===== src/rtl/i2s_pkg.sv =====
// Shared I2S definitions: framing states, pattern modes, LFSR constants and
// default word/slot geometry used by both the transmitter and the receiver.
package i2s_pkg;

   localparam int unsigned DEF_WIDTH = 24;
   localparam int unsigned DEF_SLOT  = 32;

   localparam int unsigned LFSR_W    = 24;
   // x^24 + x^23 + x^22 + x^17 + 1 -> feedback taps on bits 23, 22, 21, 16
   localparam logic [LFSR_W-1:0] LFSR_SEED = 24'h000001;
   localparam logic [LFSR_W-1:0] LFSR_TAPS = 24'hE10000;

   localparam logic [1:0] MODE_RAMP    = 2'd0;
   localparam logic [1:0] MODE_LFSR    = 2'd1;
   localparam logic [1:0] MODE_CONST   = 2'd2;
   localparam logic [1:0] MODE_SILENCE = 2'd3;

   typedef enum logic [1:0] {
      IDLE  = 2'd0,
      LEFT  = 2'd1,
      RIGHT = 2'd2
   } state_e;

   // One Fibonacci step: shift toward the MSB, XOR of the taps enters at bit 0.
   function automatic logic [LFSR_W-1:0] lfsr_step(input logic [LFSR_W-1:0] s);
      return {s[LFSR_W-2:0], ^(s & LFSR_TAPS)};
   endfunction

endpackage


===== src/rtl/i2s_pattern_gen.sv =====
// Test-pattern generator: ramp, LFSR, alternating constant and silence.
// On each advance strobe the mode is sampled, the stereo word pair for the
// new frame is latched, and only the generator of that mode steps forward.
module i2s_pattern_gen
   import i2s_pkg::*;
#(
   parameter int unsigned WIDTH = DEF_WIDTH
) (
   input  logic             sck,
   input  logic             reset,
   input  logic             advance,
   input  logic [1:0]       mode,
   output logic [WIDTH-1:0] left_word,
   output logic [WIDTH-1:0] right_word
);

   logic [WIDTH-1:0]  ramp_q, ramp_d;
   logic [LFSR_W-1:0] lfsr_q, lfsr_d;
   logic [WIDTH-1:0]  left_q, left_d;
   logic [WIDTH-1:0]  right_q, right_d;
   logic [WIDTH-1:0]  lfsr_top;
   logic [WIDTH-1:0]  lfsr_rev;
   logic [WIDTH-1:0]  alt_word;

   // Candidate words from the LFSR (top bits and their mirror) and the 1010.. constant
   always_comb begin
      lfsr_top = lfsr_q[LFSR_W-1 -: WIDTH];
      lfsr_rev = '0;
      alt_word = '0;
      for (int i = 0; i < WIDTH; i++) begin
         lfsr_rev[i] = lfsr_top[WIDTH-1-i];
         alt_word[i] = ((WIDTH - 1 - i) % 2) == 0;
      end
   end

   // Latch the frame's word pair and step the active generator on advance
   always_comb begin
      ramp_d  = ramp_q;
      lfsr_d  = lfsr_q;
      left_d  = left_q;
      right_d = right_q;
      if (advance) begin
         unique case (mode)
            MODE_RAMP: begin
               left_d  = ramp_q;
               right_d = ~ramp_q;
               ramp_d  = ramp_q + WIDTH'(1);
            end
            MODE_LFSR: begin
               left_d  = lfsr_top;
               right_d = lfsr_rev;
               lfsr_d  = lfsr_step(lfsr_q);
            end
            MODE_CONST: begin
               left_d  = alt_word;
               right_d = ~alt_word;
            end
            default: begin
               left_d  = '0;
               right_d = '0;
            end
         endcase
      end
   end

   // Generator state and latched words
   always_ff @(posedge sck) begin
      if (reset) begin
         ramp_q  <= '0;
         lfsr_q  <= LFSR_SEED;
         left_q  <= '0;
         right_q <= '0;
      end else begin
         ramp_q  <= ramp_d;
         lfsr_q  <= lfsr_d;
         left_q  <= left_d;
         right_q <= right_d;
      end
   end

   assign left_word  = left_q;
   assign right_word = right_q;

endmodule


===== src/rtl/i2s_pattern_tx.sv =====
// I2S (Philips) master transmitter with built-in pattern source.
// Frames are LEFT (ws=0) then RIGHT (ws=1), SLOT sck each; data MSB first,
// one sck after each ws edge, zero padded. Optional build macro TX_PARITY_EN
// adds per-frame parity outputs; otherwise par_left/par_right are tied 0.
module i2s_pattern_tx
   import i2s_pkg::*;
#(
   parameter int unsigned WIDTH = DEF_WIDTH,
   parameter int unsigned SLOT  = DEF_SLOT
) (
   input  logic       sck,
   input  logic       reset,
   input  logic       enable,
   input  logic [1:0] mode,
   output logic       ws,
   output logic       sd,
   output logic       frame_strobe,
   output logic       par_left,
   output logic       par_right
);

   localparam int unsigned CNT_W = (SLOT > 1) ? $clog2(SLOT) : 1;
   localparam logic [CNT_W-1:0] CNT_LAST  = CNT_W'(SLOT - 1);
   localparam logic [CNT_W-1:0] CNT_WIDTH = CNT_W'(WIDTH);

   state_e           state_q, state_d;
   logic [CNT_W-1:0] cnt_q, cnt_d;
   logic             ws_q, ws_d;
   logic             sd_q, sd_d;
   logic             frame_strobe_q, frame_strobe_d;
   logic             frame_start_c;
   logic [WIDTH-1:0] left_word, right_word;
   logic [WIDTH-1:0] slot_word;
   logic [WIDTH-1:0] bit_mask;
   logic [CNT_W-1:0] bit_pos;

   i2s_pattern_gen #(
      .WIDTH (WIDTH)
   ) u_gen (
      .sck        (sck),
      .reset      (reset),
      .advance    (frame_start_c),
      .mode       (mode),
      .left_word  (left_word),
      .right_word (right_word)
   );

   // Framing FSM next state and registered-output values for the coming cycle
   always_comb begin
      state_d        = state_q;
      cnt_d          = cnt_q;
      frame_start_c  = 1'b0;
      ws_d           = 1'b0;
      sd_d           = 1'b0;
      frame_strobe_d = 1'b0;
      slot_word      = left_word;
      bit_pos        = '0;
      bit_mask       = '0;

      unique case (state_q)
         IDLE: begin
            if (enable) begin
               state_d = LEFT;
               cnt_d   = '0;
            end
         end
         LEFT: begin
            if (cnt_q == CNT_LAST) begin
               state_d = RIGHT;
               cnt_d   = '0;
            end else begin
               cnt_d = cnt_q + CNT_W'(1);
            end
         end
         RIGHT: begin
            if (cnt_q == CNT_LAST) begin
               state_d = enable ? LEFT : IDLE;
               cnt_d   = '0;
            end else begin
               cnt_d = cnt_q + CNT_W'(1);
            end
         end
         default: begin
            state_d = IDLE;
            cnt_d   = '0;
         end
      endcase

      frame_start_c  = (state_d == LEFT) && (cnt_d == '0);
      frame_strobe_d = frame_start_c;
      ws_d           = (state_d == RIGHT);

      // k=0 is the I2S delay bit, k>WIDTH is padding; the word is already
      // latched by the time k=1 is produced, so the k=0 frame-start edge is safe.
      slot_word = (state_d == RIGHT) ? right_word : left_word;
      bit_pos   = CNT_WIDTH - cnt_d;
      bit_mask  = WIDTH'(1) << bit_pos;
      if ((state_d != IDLE) && (cnt_d != '0) && (cnt_d <= CNT_WIDTH)) begin
         sd_d = |(slot_word & bit_mask);
      end
   end

   // FSM and output registers
   always_ff @(posedge sck) begin
      if (reset) begin
         state_q        <= IDLE;
         cnt_q          <= '0;
         ws_q           <= 1'b0;
         sd_q           <= 1'b0;
         frame_strobe_q <= 1'b0;
      end else begin
         state_q        <= state_d;
         cnt_q          <= cnt_d;
         ws_q           <= ws_d;
         sd_q           <= sd_d;
         frame_strobe_q <= frame_strobe_d;
      end
   end

   assign ws           = ws_q;
   assign sd           = sd_q;
   assign frame_strobe = frame_strobe_q;

`ifdef TX_PARITY_EN
   logic par_left_q, par_left_d;
   logic par_right_q, par_right_d;

   // Capture the frame's word parities during the last right-slot cycle
   always_comb begin
      par_left_d  = par_left_q;
      par_right_d = par_right_q;
      if ((state_d == RIGHT) && (cnt_d == CNT_LAST)) begin
         par_left_d  = ^left_word;
         par_right_d = ^right_word;
      end
   end

   // Parity registers
   always_ff @(posedge sck) begin
      if (reset) begin
         par_left_q  <= 1'b0;
         par_right_q <= 1'b0;
      end else begin
         par_left_q  <= par_left_d;
         par_right_q <= par_right_d;
      end
   end

   assign par_left  = par_left_q;
   assign par_right = par_right_q;
`else
   assign par_left  = 1'b0;
   assign par_right = 1'b0;
`endif

endmodule


===== config.mk =====
export PLATFORM = sky130hd
export DESIGN_NAME = i2s_pattern_tx
export DESIGN_NICKNAME = d
export VERILOG_FILES = /design/src/rtl/i2s_pkg.sv /design/src/rtl/i2s_pattern_gen.sv /design/src/rtl/i2s_pattern_tx.sv
export SDC_FILE = /design/constraint.sdc
export NUM_CORES = 1
export LEC_CHECK = 0
export CORE_ASPECT_RATIO = 1.5
export CORE_UTILIZATION = 50
export DETAILED_ROUTE_END_ITERATION = 7
export HOLD_SLACK_MARGIN = 0.15
export PLACE_DENSITY = 0.71
export SYNTH_ARGS = -nofsm -noshare
export SYNTH_HDL_FRONTEND = slang
export SYNTH_SLANG_ARGS = --single-unit

===== constraint.sdc =====
create_clock -name sck -period 3.9 [get_ports sck]
set_input_delay 0.78 -clock sck [delete_from_list [all_inputs] [get_ports sck]]
set_output_delay 0.78 -clock sck [all_outputs]
set_load 0.01 [all_outputs]

* Yosys cells after proc, flatten, opt, wreduce, memory -nomap -nowiden
Index checks and enable logic that the tools add are counted.
W data, S select, Z words.
** Storage, ports and cells
- Flip-flop bits (word level) :: 106
- Input port bits :: 5
- Output and inout bits :: 5
- Logic and storage cells :: 49
** Operators by class
- $add $sub $neg :: 3
- Magnitude comparators :: 1
- Eq/ne operators :: 7
- Shift operators :: 1
- Muxes and demuxes :: 11
- Bitwise operators :: 3
- Reduce and logical (&&, ||, !) cells :: 14
** Operators with widths (number)
- $pmux W24 S3 :: 2
- $add A24 B1 Y24 const B :: 1
- $and A24 B24 Y24 :: 1
- $mux W24 :: 1
- $not A24 Y24 :: 1
- $reduce_or A24 Y1 :: 1
- $reduce_xor A24 Y1 :: 1
- $shl A1 B5 Y24 const A :: 1
- $mux W5 :: 2
- $pmux W5 S2 :: 1
- $eq A2 B1 Y1 const B :: 3
- $eq A2 B2 Y1 const B :: 3
- $mux W2 :: 3
- $pmux W2 S3 :: 1
- $add A5 B1 Y5 const B :: 1
- $eq A5 B5 Y1 const B :: 1
- $le A5 B5 Y1 const B :: 1
- $logic_not A5 Y1 :: 1
- $reduce_bool A5 Y1 :: 1
- $sub A5 B5 Y5 const A :: 1
- $logic_not A2 Y1 :: 2
- $reduce_and A2 Y1 :: 2
- $reduce_or A2 Y1 :: 2
- $logic_and A1 B1 Y1 :: 3
- 3 further kinds :: 3

* Longest topological paths before layout
- Depth after elaboration :: 8
- Gate-level depth with buffers :: 13
- Depth with buffers taken out :: 11

* By module
Synthesis repeated with hierarchy kept, for this count alone.
** Unflattened totals
- Cell total of the unflattened synthesis :: 710
- Area, all modules :: 5647.9 um^2
** Modules (own cells, without submodules)
- i2s_pattern_gen :: instances 1, cells each 531, area an instance 4200.3 um^2, seq. area each 1921.8 um^2
- i2s_pattern_tx :: instances 1, cells each 179, area an instance 1447.6 um^2, seq. area each 200.2 um^2

* Least setup slack after synthesis
No wires, ideal clock.
- Path kind :: reg2reg
- From :: register cnt_q[0]
- To :: register sd_q, in the netlist sd
- Library setup time :: 132 ps
- Arrival time :: 2748 ps
- Required time :: 3768 ps
- Slack :: 1020 ps
- Stages on the path, launching flop included :: 13
- Path buffers :: 1
- Period minus slack after synthesis :: 2880 ps
- Cell sequence :: dfxtp_1 ha_1 and3_1 ha_1 nand2b_1 a2bb2oi_2 or2_1 buf_2 mux2_4 a211o_1 o22a_1 o221ai_2 o311ai_1
** On the way
- Longest elaborated chain between the ends :: 8
- Elaborated cells between the ends (all ways) :: 21
- Those cells by class :: add/sub: 2; order compare: 1; eq/ne: 2; shift: 1; mux: 7; bitwise: 2; reduce/logical: 6
** Ends and longest elaborated chain
- from (decl) :: RTL line i2s_pattern_tx.sv:27 : logic [CNT_W-1:0] cnt_q, cnt_d;
- from (signal assigned) :: RTL line i2s_pattern_tx.sv:113 : cnt_q <= cnt_d;
- branches (longest 8 deep; another with $add A5 B1 Y5)
- to (signal assigned) :: RTL line i2s_pattern_tx.sv:109 : sd_q <= 1'b0;
- to (signal assigned) :: RTL line i2s_pattern_tx.sv:115 : sd_q <= sd_d;
- to (decl) :: RTL line i2s_pattern_tx.sv:29 : logic sd_q, sd_d;
Several ways; the timed one is not identified.
A chain may end at the register's enable or synchronous reset.

* Final worst setup path
- From :: register cnt_q[0]
- To :: register u_gen.ramp_q[15]
** On the way
- Longest elaborated chain between the ends :: 6
- Elaborated cells between the ends (all ways) :: 12
- Those cells by class :: add/sub: 1; eq/ne: 2; mux: 6; reduce/logical: 3
** Ends and longest elaborated chain
- $add A5 B1 Y5 / $eq A5 B5 Y1 (equally long branches)
- $mux W5, or another cell as far along :: RTL line i2s_pattern_tx.sv:68, i2s_pattern_tx.sv:76
- $pmux W5 S2 / $pmux W2 S3 (equally long branches) :: RTL line i2s_pattern_tx.sv:60 : unique case (state_q)
- $logic_not A5 Y1 / $eq A2 B1 Y1 (equally long branches) :: RTL line i2s_pattern_tx.sv:89 : frame_start_c = (state_d == LEFT) && (cnt_d == '0);
- $logic_and A1 B1 Y1 (*) :: RTL line i2s_pattern_tx.sv:89
- $reduce_and A2 Y1 (no line) (*)
- to (signal assigned) :: RTL line i2s_pattern_gen.sv:74 : ramp_q <= ramp_d;
- to (decl) :: RTL line i2s_pattern_gen.sv:17 : logic [WIDTH-1:0] ramp_q, ramp_d;
Every way passes the cells marked *; elsewhere a longest branch is shown, timed or not.

==> results.json <==
{
  "firstDrtPassIters": 5,
  "drv_slew": 0,
  "cp_max_fo": 9,
  "die-area_um2": 11100,
  "status": "finished, final reports clean",
  "end_kind": "register",
  "cellPowerDensity_nw_per_um2": 420,
  "numCtsBuffers": 9,
  "grt_max_degree": 80,
  "avgSynthCellArea_um2": 7.62,
  "hold_viol_final": 0,
  "num_vias": 4859,
  "placed_area_um2": 5490,
  "drive_above_1_share": 0.0667,
  "gr-usage-all-layers": 0.261,
  "fin_tns_setup_ns": 0,
  "clkTransAtPathRegs_ns": 0.07,
  "fin_crit_ns": 3.58,
  "place_ws_ns": 0.375,
  "htree_levels": 3,
  "skew_ns": 0.00765,
  "final_cell_mix": "106 x dfxtp_1, 103 x nand2_1, 94 x nor2_1, 94 x a21oi_1, 48 x nor3_1",
  "ys.warnings.count": 0,
  "cts-root-buf": "clkbuf_16",
  "synth.ff_latch_count": 106,
  "worst_path_max_delay_cell": "and4b_1",
  "timing.slew.headroom": 0.456,
  "antenna_cells": 0,
  "grt-ovfl-total": 0,
  "final_cells": 831,
  "timing.rr.start": "cnt_q[0]",
  "worstPathArrival_ns": 3.77,
  "fin_crit_sh": 0.917,
  "final_common_cell": "dfxtp_1",
  "cap_violations": 0,
  "netlist_area_um2": 5340,
  "core_um2": 10200,
  "vias_per_cell": 5.85,
  "syn_inst": 701,
  "first_global_vias": 4653,
  "synth-edff-count": 0,
  "reg2reg_depth": 11,
  "synth_ff_type": "dfxtp_1",
  "p_leak_nw": 2.01,
  "clock-sinks": 106,
  "r2r-end": "u_gen.ramp_q[15]",
  "cts_buffer_depth": 2,
  "rows": 45,
  "pin_count": 10,
  "gp_congestion": 0.995,
  "holdWs_ns": 0.458,
  "path_class": "register to register",
  "drc": 0,
  "dp_hpwl_mm": 9.82,
  "cts_setup_buffers": 0,
  "final_nets": 697,
  "die_h_um": 129,
  "dp.cells": 815,
  "rsz0062_at_grt": "no",
  "grt_pass1_wl_mm": 22.6,
  "routed_wl_mm": 13.6,
  "post_cts_resized": 0,
  "wl_per_cell_um": 16.4,
  "start_kind": "register",
  "path_cells": "ha_1 -> and3_1 -> ha_1 -> nor2b_1 -> a41oi_1 -> a311o_1 -> and4b_1 -> nand4_2 -> nor3_1 -> xnor2_1 -> nor2_1",
  "critPathLaunch": "cnt_q[0]",
  "cp-endpoint": "u_gen.ramp_q[15]",
  "port_buffers": 7,
  "tightest_slew_ns": 0.816,
  "fin_ws_ns": 0.323,
  "synth_cell_types": 63,
  "async_reset_ff_frac": 0,
  "fp.dieW_um": 86.4,
  "seq_area_frac_synth": 0.397,
  "ir_worst_vdd_mv": 0.230,
  "clkLatencyLatePin_ns": 0.34,
  "drtIter0Drc": 356,
  "max_freq_ghz": 0.280,
  "design_area_um2": 5820,
  "path_common_cell": "ha_1",
  "hold_buffers": 0,
  "drtAntennaViolNets": 0,
  "rrSetupSlack_ns": 0.32,
  "hold_class": "register to register",
  "required_ns": 4.09,
  "finalSetupViolCount": 0,
  "critPathMaxStageDelay_ns": 0.53,
  "start_util": 0.521,
  "area_growth_syn_to_layout_pct": 8.85,
  "cts_tree": "built",
  "antenna_found_initial": 0
}
==> how the worst min path moves through the flow <==
stage                              startpoint                   to  slack, ns  cells after the start
after floorplan           u_gen.left_word[13]  u_gen.left_word[13]       0.43                      2
after global placement     u_gen.left_word[1]   u_gen.left_word[1]       0.45                      2
after detailed placement  u_gen.left_word[15]  u_gen.left_word[15]       0.45                      2
after CTS                 u_gen.left_word[15]  u_gen.left_word[15]       0.46                      2
after global routing      u_gen.left_word[17]  u_gen.left_word[17]       0.48                      2
final                     u_gen.left_word[15]  u_gen.left_word[15]       0.46                      2
==> synth_stat cells (3+ instances only) <==
| master | n | area, um2 |
|---|---|---|
| dfxtp_1 | 106 | 2120 |
| and3_1 | 11 | 68.8 |
| buf_1 | 5 | 18.8 |
| nand3b_1 | 4 | 30.0 |
| a211o_1 | 3 | 26.3 |
| buf_2 | 16 | 80.1 |
| clkbuf_1 | 25 | 93.8 |
| o21ai_0 | 24 | 120 |
| nor3_1 | 48 | 240 |
| nor2_1 | 94 | 353 |
| nand2_1 | 103 | 387 |
| ha_1 | 7 | 87.6 |
| inv_1 | 20 | 75.1 |
| a22oi_1 | 3 | 22.5 |
| o211ai_1 | 15 | 113 |
| mux2i_1 | 21 | 210 |
| xor2_1 | 6 | 52.6 |
| xnor2_1 | 17 | 149 |
| or3_1 | 7 | 43.8 |
| buf_4 | 3 | 22.5 |
| nand3_1 | 12 | 60.1 |
| nand4_1 | 6 | 37.5 |
| a21oi_1 | 94 | 470 |
==> report_power, final <==
part           switching [W]  internal [W]  total [W]
Clock               0.000396      0.000585   0.000981
Sequential         0.0000284       0.00113    0.00115
Combinational       0.000210     0.0000997   0.000310
Total               0.000634       0.00181    0.00245
==> state kept, by name, summed over array words and instances, names as in the netlist <==
signal and cells:
u_gen.left_word 24, u_gen.lfsr_q 24, u_gen.ramp_q 24, u_gen.right_word 24
cnt_q 5, state_q 2, frame_strobe 1, sd 1
ws 1
==> final cells by class <==
type | count | area [um2]
multi-input combinational | 527 | 2940
clock inverter | 5 | 85.1
timing repair buffer | 21 | 180
inverter | 20 | 75.1
tap | 141 | 176
sequential | 106 | 2120
fill | 968 | 4430
clock buffer | 11 | 243
==> cells by family (layout without fill, tap and decap cells) <==
kind of cell | count (synthesis) | count (layout) | synth area share
xor+xnor | 23 | 23 | 0.0377
compound gates | 165 | 165 | 0.185
fa+ha+maj | 7 | 7 | 0.0164
buf+inv | 69 | 57 | 0.0543
flops | 106 | 106 | 0.397
simple gates | 307 | 307 | 0.264
other cells | 1 | 2 | 0.000702
mux | 23 | 23 | 0.0443
==> stage by stage <==
step,total power [W],utilization
finish,0.00245,0.568
global route,0.00254,0.568
CTS,0.00246,0.568
detailed placement,0.00149,0.536
global placement,0.00148,0.536
floorplan,0.00140,-
==> per-layer routing <==
layer	GRT usage	share of wire	up-vias
li1	-	-	2391
met1	0.304	0.41	2269
met2	0.449	0.50	149
met3	0.0436	0.044	50
met4	0.152	0.048	0
met5	0	0	-
==> worst max-delay path: cells and delay by family (launching register included) <==
family | cells | cell delay, ns
simple gates | 6 | 1.52
fa+ha+maj | 2 | 0.60
flops | 1 | 0.47
compound gates | 2 | 0.64
xor+xnor | 1 | 0.19
No activity file was read; power rests on OpenSTA's default activity.
==> RTL edit 1, RTL diff (config.mk and constraints unchanged) <==
Encoding of `state_e`: now one-hot (3 bits for 3 states).
--- a/src/rtl/i2s_pkg.sv
+++ b/src/rtl/i2s_pkg.sv
@@ -15,10 +15,10 @@
    localparam logic [1:0] MODE_CONST   = 2'd2;
    localparam logic [1:0] MODE_SILENCE = 2'd3;
 
-   typedef enum logic [1:0] {
-      IDLE  = 2'd0,
-      LEFT  = 2'd1,
-      RIGHT = 2'd2
+   typedef enum logic [2:0] {
+      IDLE  = 3'b001,
+      LEFT  = 3'b010,
+      RIGHT = 3'b100
    } state_e;
 
    // One Fibonacci step: shift toward the MSB, XOR of the taps enters at bit 0.
Formal check against the unedited RTL: same outputs for any inputs over 10 cycles, from zero or initial values and one cycle with reset high; not proved beyond that.
==> RTL edit 1 against the original RTL <==
First-iteration DRC count increased by 16%. Sequential cell count up 1. Synthesized area is 1.2% higher. Worst setup slack better by 0.16 ns. Total power shrank 8.4%. Maximum frequency increased by 4.7%. Wire length fell by 1.2%. Design area increased by 0.30%. Largest cell class unchanged. Highest routed layer unchanged.
==> RTL edit 1: results (changes against the original RTL) <==
| Metric | Value |
|---|---|
| Status | finished clean (unchanged) |
| Crit path max fanout | 8 (was 9) |
| Post-synth top cells | dfxtp_1 (107), nand2_1 (105), a21oi_1 (91), nor2_1 (81), nor3_1 (32) (was dfxtp_1 (106), nand2_1 (103), a21oi_1 (94), nor2_1 (94), nor3_1 (48)) |
| Adder-Cell Fraction of Synth Area | 0.9253% (was 1.639%) |
| Placer Congestion | 0.8858 (was 0.9954) |
| Vias per inst | 5.829 (was 5.847) |
| First-pass GRT wire length | 22.09 mm (was 22.59 mm) |
| Power Clock | 889 uW (was 981 uW) |
| Nets | 681 (was 697) |
| Hold path depth | 2 (unchanged) |
| Slew headroom | 45.39% (was 45.58%) |
| Internal power | 1.683 mW (was 1.811 mW) |
| Crit path DAT | 3.65 ns (was 3.77 ns) |
| Register area share after synthesis | 39.60% (was 39.71%) |
| DP Wirelength | 9.619 mm (was 9.823 mm) |
| RR Endpoint | u_gen.ramp_q[23] (was u_gen.ramp_q[15]) |
| WL final | 13.45 mm (was 13.61 mm) |
| Leakage | 2.027 nW (was 2.006 nW) |
| Fill cell count | 1008 (was 968) |
| Clock Latency Late Sink | 0.34 ns (about the same) |
| Worst min-delay path startpoint | u_gen.right_word[18] (was u_gen.left_word[15]) |
| Worst hold path endpoint | u_gen.right_word[18] (was u_gen.left_word[15]) |
| Worst-path clk slew | 0.07 ns (about the same) |
| Fmax | 292.7 MHz (was 279.6 MHz) |
| Detailed Route Iter0 Violations | 412 (was 356) |
| I/O Buffers | 7 (unchanged) |
| Worst ir drop on vdd | 0.0002197 V (was 0.0002305 V) |
| Reg2reg setup slack | 0.48 ns (was 0.32 ns) |
| Clock Skew | 0.006945 ns (was 0.007652 ns) |
| Share of layout cells above drive strength 1 | 7.544% (was 6.667%) |
| Number of global-route vias before repair | 4413 (was 4653) |
| Ranking of synthesized cells by area | dfxtp_1 (40%), a21oi_1 (8.4%), nand2_1 (7.3%) (was dfxtp_1 (40%), a21oi_1 (8.8%), nand2_1 (7.2%)) |
| Compound-gate portion of the synthesized area | 18.83% (was 18.52%) |
| Fin cells | 820 (was 831) |
| Xor and xnor area share after synthesis | 3.215% (was 3.770%) |
| Post-Syn Instances | 694 (was 701) |
| Total GRT Usage | 25.16% (was 26.12%) |
| Netlist cell types | 64 (was 63) |
| Dpl ws | 0.2589 ns (was 0.3748 ns) |
| FF-to-FF path depth | 10 (was 11) |
RTL edit 1: area by class of cell:
| type | count | area, sq um | area share [%] |
|---|---|---|---|
| Clock buffer | 10 | 229.0 | 3.925 |
| Clock inverter | 5 | 53.80 | 0.9222 |
| Inverter | 19 | 71.32 | 1.222 |
| Multi-Input combinational cell | 514 | 2978 | 51.04 |
| Sequential cell | 107 | 2142 | 36.71 |
| Tap cell | 144 | 180.2 | 3.088 |
| Timing Repair Buffer | 21 | 180.2 | 3.088 |
RTL edit 1: kinds of logic (layout without fill, tap and decap cells):
kind of cell    count (synthesis)  in the layout
mux                            26             26
flops                         107            107
xor+xnor                       19             19
other cells                     1              2
fa+ha+maj                       4              4
buf+inv                        74             55
simple gates                  298            298
compound gates                165            165
RTL edit 1: per-layer routing:
| layer | vias up | track usage (%) | routed length (um) |
|---|---|---|---|
| li1 | 2363 | - | - |
| met1 | 2275 | 30.78 | 5826 |
| met2 | 112 | 43.17 | 6808 |
| met3 | 30 | 4.076 | 427 |
| met4 | 0 | 11.08 | 385 |
| met5 | - | 0 | 0 |
RTL edit 1: worst max path at each step:
| stage | depth (start not counted) | end |
|---|---|---|
| 2_1_floorplan | 11 | sd |
| 3_3_place_gp | 8 | sd |
| 3_5_place_dp | 8 | sd |
| 4_1_cts | 10 | u_gen.ramp_q[23] |
| 5_1_grt | 11 | u_gen.lfsr_q[3] |
| 6_report | 10 | u_gen.ramp_q[23] |
RTL edit 1: critical path, stage by stage, from the launching register on:
cell and delay (ns):
dfxtp_1 0.36, ha_1 0.24, and3_1 0.21, ha_1 0.29, nor3b_1 0.31, a41oi_1 0.10
o21bai_1 0.34, nor4bb_4 0.60, nand4_2 0.19, or3_1 0.38, mux2_4 0.31
==> RTL edit 2, RTL diff (same settings) <==
Made on the original files. Set the package constant `LFSR_W` to 28 (it was 24).
--- a/src/rtl/i2s_pkg.sv
+++ b/src/rtl/i2s_pkg.sv
@@ -5,7 +5,7 @@
    localparam int unsigned DEF_WIDTH = 24;
    localparam int unsigned DEF_SLOT  = 32;
 
-   localparam int unsigned LFSR_W    = 24;
+   localparam int unsigned LFSR_W    = 28;
    // x^24 + x^23 + x^22 + x^17 + 1 -> feedback taps on bits 23, 22, 21, 16
    localparam logic [LFSR_W-1:0] LFSR_SEED = 24'h000001;
    localparam logic [LFSR_W-1:0] LFSR_TAPS = 24'hE10000;
Formal check against the unedited RTL: same outputs for any inputs over 10 cycles, from zero or initial values and one cycle with reset high; that may be too few to reach the edited logic, so the function may still have changed.
==> RTL edit 2 against the original RTL <==
Critical path depth is 1 lower. Die area grew 2.0%. Total power rose by 2.1%. Register-to-register slack improved by 0.34 ns. Combinational power is 3% lower. Critical path type is now input pin to register. Wire length increased by 0.37%. Design area is 1.8% higher. Synthesized area up 2.0%. Sequential cell count is 4 higher. Critical endpoint is now sd. Worst setup slack better by 0.32 ns.
==> RTL edit 2: results (changes against the original RTL) <==
| Metric | Value |
|---|---|
| WL final | 13.66 mm (was 13.61 mm) |
| Crit path DAT | 3.53 ns (was 3.77 ns) |
| I/O Buffers | 7 (unchanged) |
| Fill cell count | 1013 (was 968) |
| Routed met2 length | 6.899 mm (was 6.765 mm) |
| CTS buffer count | 9 (unchanged) |
| CTS H-tree depth | 3 (unchanged) |
| Crit path max fanout | 7 (was 9) |
| Register area share after synthesis | 40.39% (was 39.71%) |
| Ranking of synthesized cells by area | dfxtp_1 (40%), a21oi_1 (8.6%), nand2_1 (6.5%) (was dfxtp_1 (40%), a21oi_1 (8.8%), nand2_1 (7.2%)) |
| DP Wirelength | 9.688 mm (was 9.823 mm) |
| Root Buffer | clkbuf_16 (unchanged) |
| Max reg flops | 28 |
| Post-synth top cells | dfxtp_1 (110), a21oi_1 (94), nand2_1 (94), nor2_1 (83), nor3_1 (41) (was dfxtp_1 (106), nand2_1 (103), a21oi_1 (94), nor2_1 (94), nor3_1 (48)) |
| Pre-Repair DR Iteration Count | 5 (unchanged) |
| Ys async rst share | 0% (unchanged) |
| Clock Skew | 0.007273 ns (was 0.007652 ns) |
| Leakage | 2.018 nW (was 2.006 nW) |
| M1 WL | 5.605 mm (was 5.583 mm) |
| Worst ir drop on vdd | 0.0002089 V (was 0.0002305 V) |
| Avg Cell Area, Syn | 7.935 sq um (was 7.623 sq um) |
| Net Switching | 646.0 uW (was 634.5 uW) |
| Dpl ws | 0.3723 ns (was 0.3748 ns) |
| Uppermost layer routed | met4 (unchanged) |
| Status | finished clean (unchanged) |
| Setup TNS | 0 ns (unchanged) |
| Syn. warnings | 0 (unchanged) |
| Fin cells | 820 (was 831) |
| Total GRT Usage | 25.16% (was 26.12%) |
| Detailed Route Iter0 Violations | 349 (was 356) |
| First-pass GRT wire length | 22.07 mm (was 22.59 mm) |
| Cts repair resizes | 0 (unchanged) |
| Initial antenna violation count | 0 (unchanged) |
| Placer Congestion | 0.9134 (was 0.9954) |
| Slew headroom | 34.12% (was 45.58%) |
| Maximum number of pins on one net before global-route repair | 81 (was 80) |
| Netlist cell types | 60 (was 63) |
| Worst-path clk slew | 0.07 ns (about the same) |
| # Post-CTS Setup Buffers | 0 (unchanged) |
| Antenna diode count | 0 (unchanged) |
| Nets | 683 (was 697) |
| Bufs on Longest Clock Path | 2 (unchanged) |
| Cell family with most CP delay | simple AND/OR/NAND/NOR gates (unchanged) |
| Share of layout cells above drive strength 1 | 8.728% (was 6.667%) |
| Largest reg by FF count | u_gen.lfsr_q |
| Crit path largest cell delay | 0.50 ns (was 0.53 ns) |
| Vias per inst | 5.818 (was 5.847) |
| Number of global-route vias before repair | 4482 (was 4653) |
| Hold crit path type | register to register (unchanged) |
| Routed wl met3 | 538 um (was 604 um) |
| Placed cell count | 804 (was 815) |
| Clock Latency Late Sink | 0.35 ns |
| Critical Path Slowest Stage Cell | clkdlybuf4s50_1 (was and4b_1) |
-- RTL edit 2: cell count changes after synthesis, moves of 7 or more --
cell / unedited run / this run
nor3_1: 48 / 41
a211oi_1: 1 / 8
buf_2: 16 / 5
nand3_1: 12 / 22
clkbuf_1: 25 / 32
nand2_1: 103 / 94
nor2_1: 94 / 83
-- RTL edit 2: through the flow --
| step | hold WS [ns] | cell area, sq um |
|---|---|---|
| 2_1_floorplan | 0.4319 | 5455 |
| 3_3_place_gp | 0.4427 | 5592 |
| 3_5_place_dp | 0.4480 | 5592 |
| 4_1_cts | 0.4580 | 5922 |
| 5_1_grt | 0.4716 | 5922 |
| 6_report | 0.4544 | 5922 |
-- RTL edit 2: routing by layer --
| layer | vias to the layer above | track usage [%] |
|---|---|---|
| met4 | 0 | 14.37 |
| met2 | 147 | 43.93 |
| met5 | - | 0 |
| li1 | 2352 | - |
| met3 | 43 | 4.111 |
| met1 | 2229 | 28.79 |
-- RTL edit 2: worst min-delay path, stage by stage (launching register included) --
cell and delay [ns]:
dfxtp_1 0.31, nand2_1 0.05, a21oi_1 0.05
-- RTL edit 2: layout make-up --
| type | count | area share (%) |
|---|---|---|
| clock buffers | 10 | 4.035 |
| well taps | 144 | 3.042 |
| multi-input cells | 509 | 49.82 |
| repair buffers | 22 | 3.169 |
| clock inverters | 6 | 1.542 |
| inverters | 19 | 1.204 |
| flip-flops and latches | 110 | 37.19 |
-- RTL edit 2: kinds of logic (layout without fill, tap and decap cells) --
family | Yosys count | in the layout | synth area share (%)
AOI/OAI and AO/OA | 159 | 159 | 17.58
xor gates and xnor gates | 23 | 23 | 3.695
adders and majority gates | 7 | 7 | 1.607
buffers and inverters | 69 | 57 | 5.554
DFF | 110 | 110 | 40.39
muxes | 24 | 24 | 5.279
other | 1 | 2 | 0.06879
and+or+nand+nor | 294 | 294 | 25.82
-- RTL edit 2: final timing paths --
path         slack, ns        startpoint  cells past startpoint               end
min               0.45  u_gen.lfsr_q[27]                      2  u_gen.lfsr_q[27]
min reg2reg       0.45  u_gen.lfsr_q[27]                      2  u_gen.lfsr_q[27]
max               0.64            enable                     10                sd
max reg2reg       0.66          cnt_q[0]                     12  u_gen.ramp_q[17]
-- RTL edit 2: power by group through the flow --
stage	Clock (mW)	Sequential (mW)	Combinational, mW
after global placement	0	1.22	0.295
after CTS	1.02	1.19	0.300
final	1.00	1.19	0.302
after global routing	1.06	1.20	0.333
after detailed placement	0	1.22	0.298
after floorplan	0	1.21	0.231
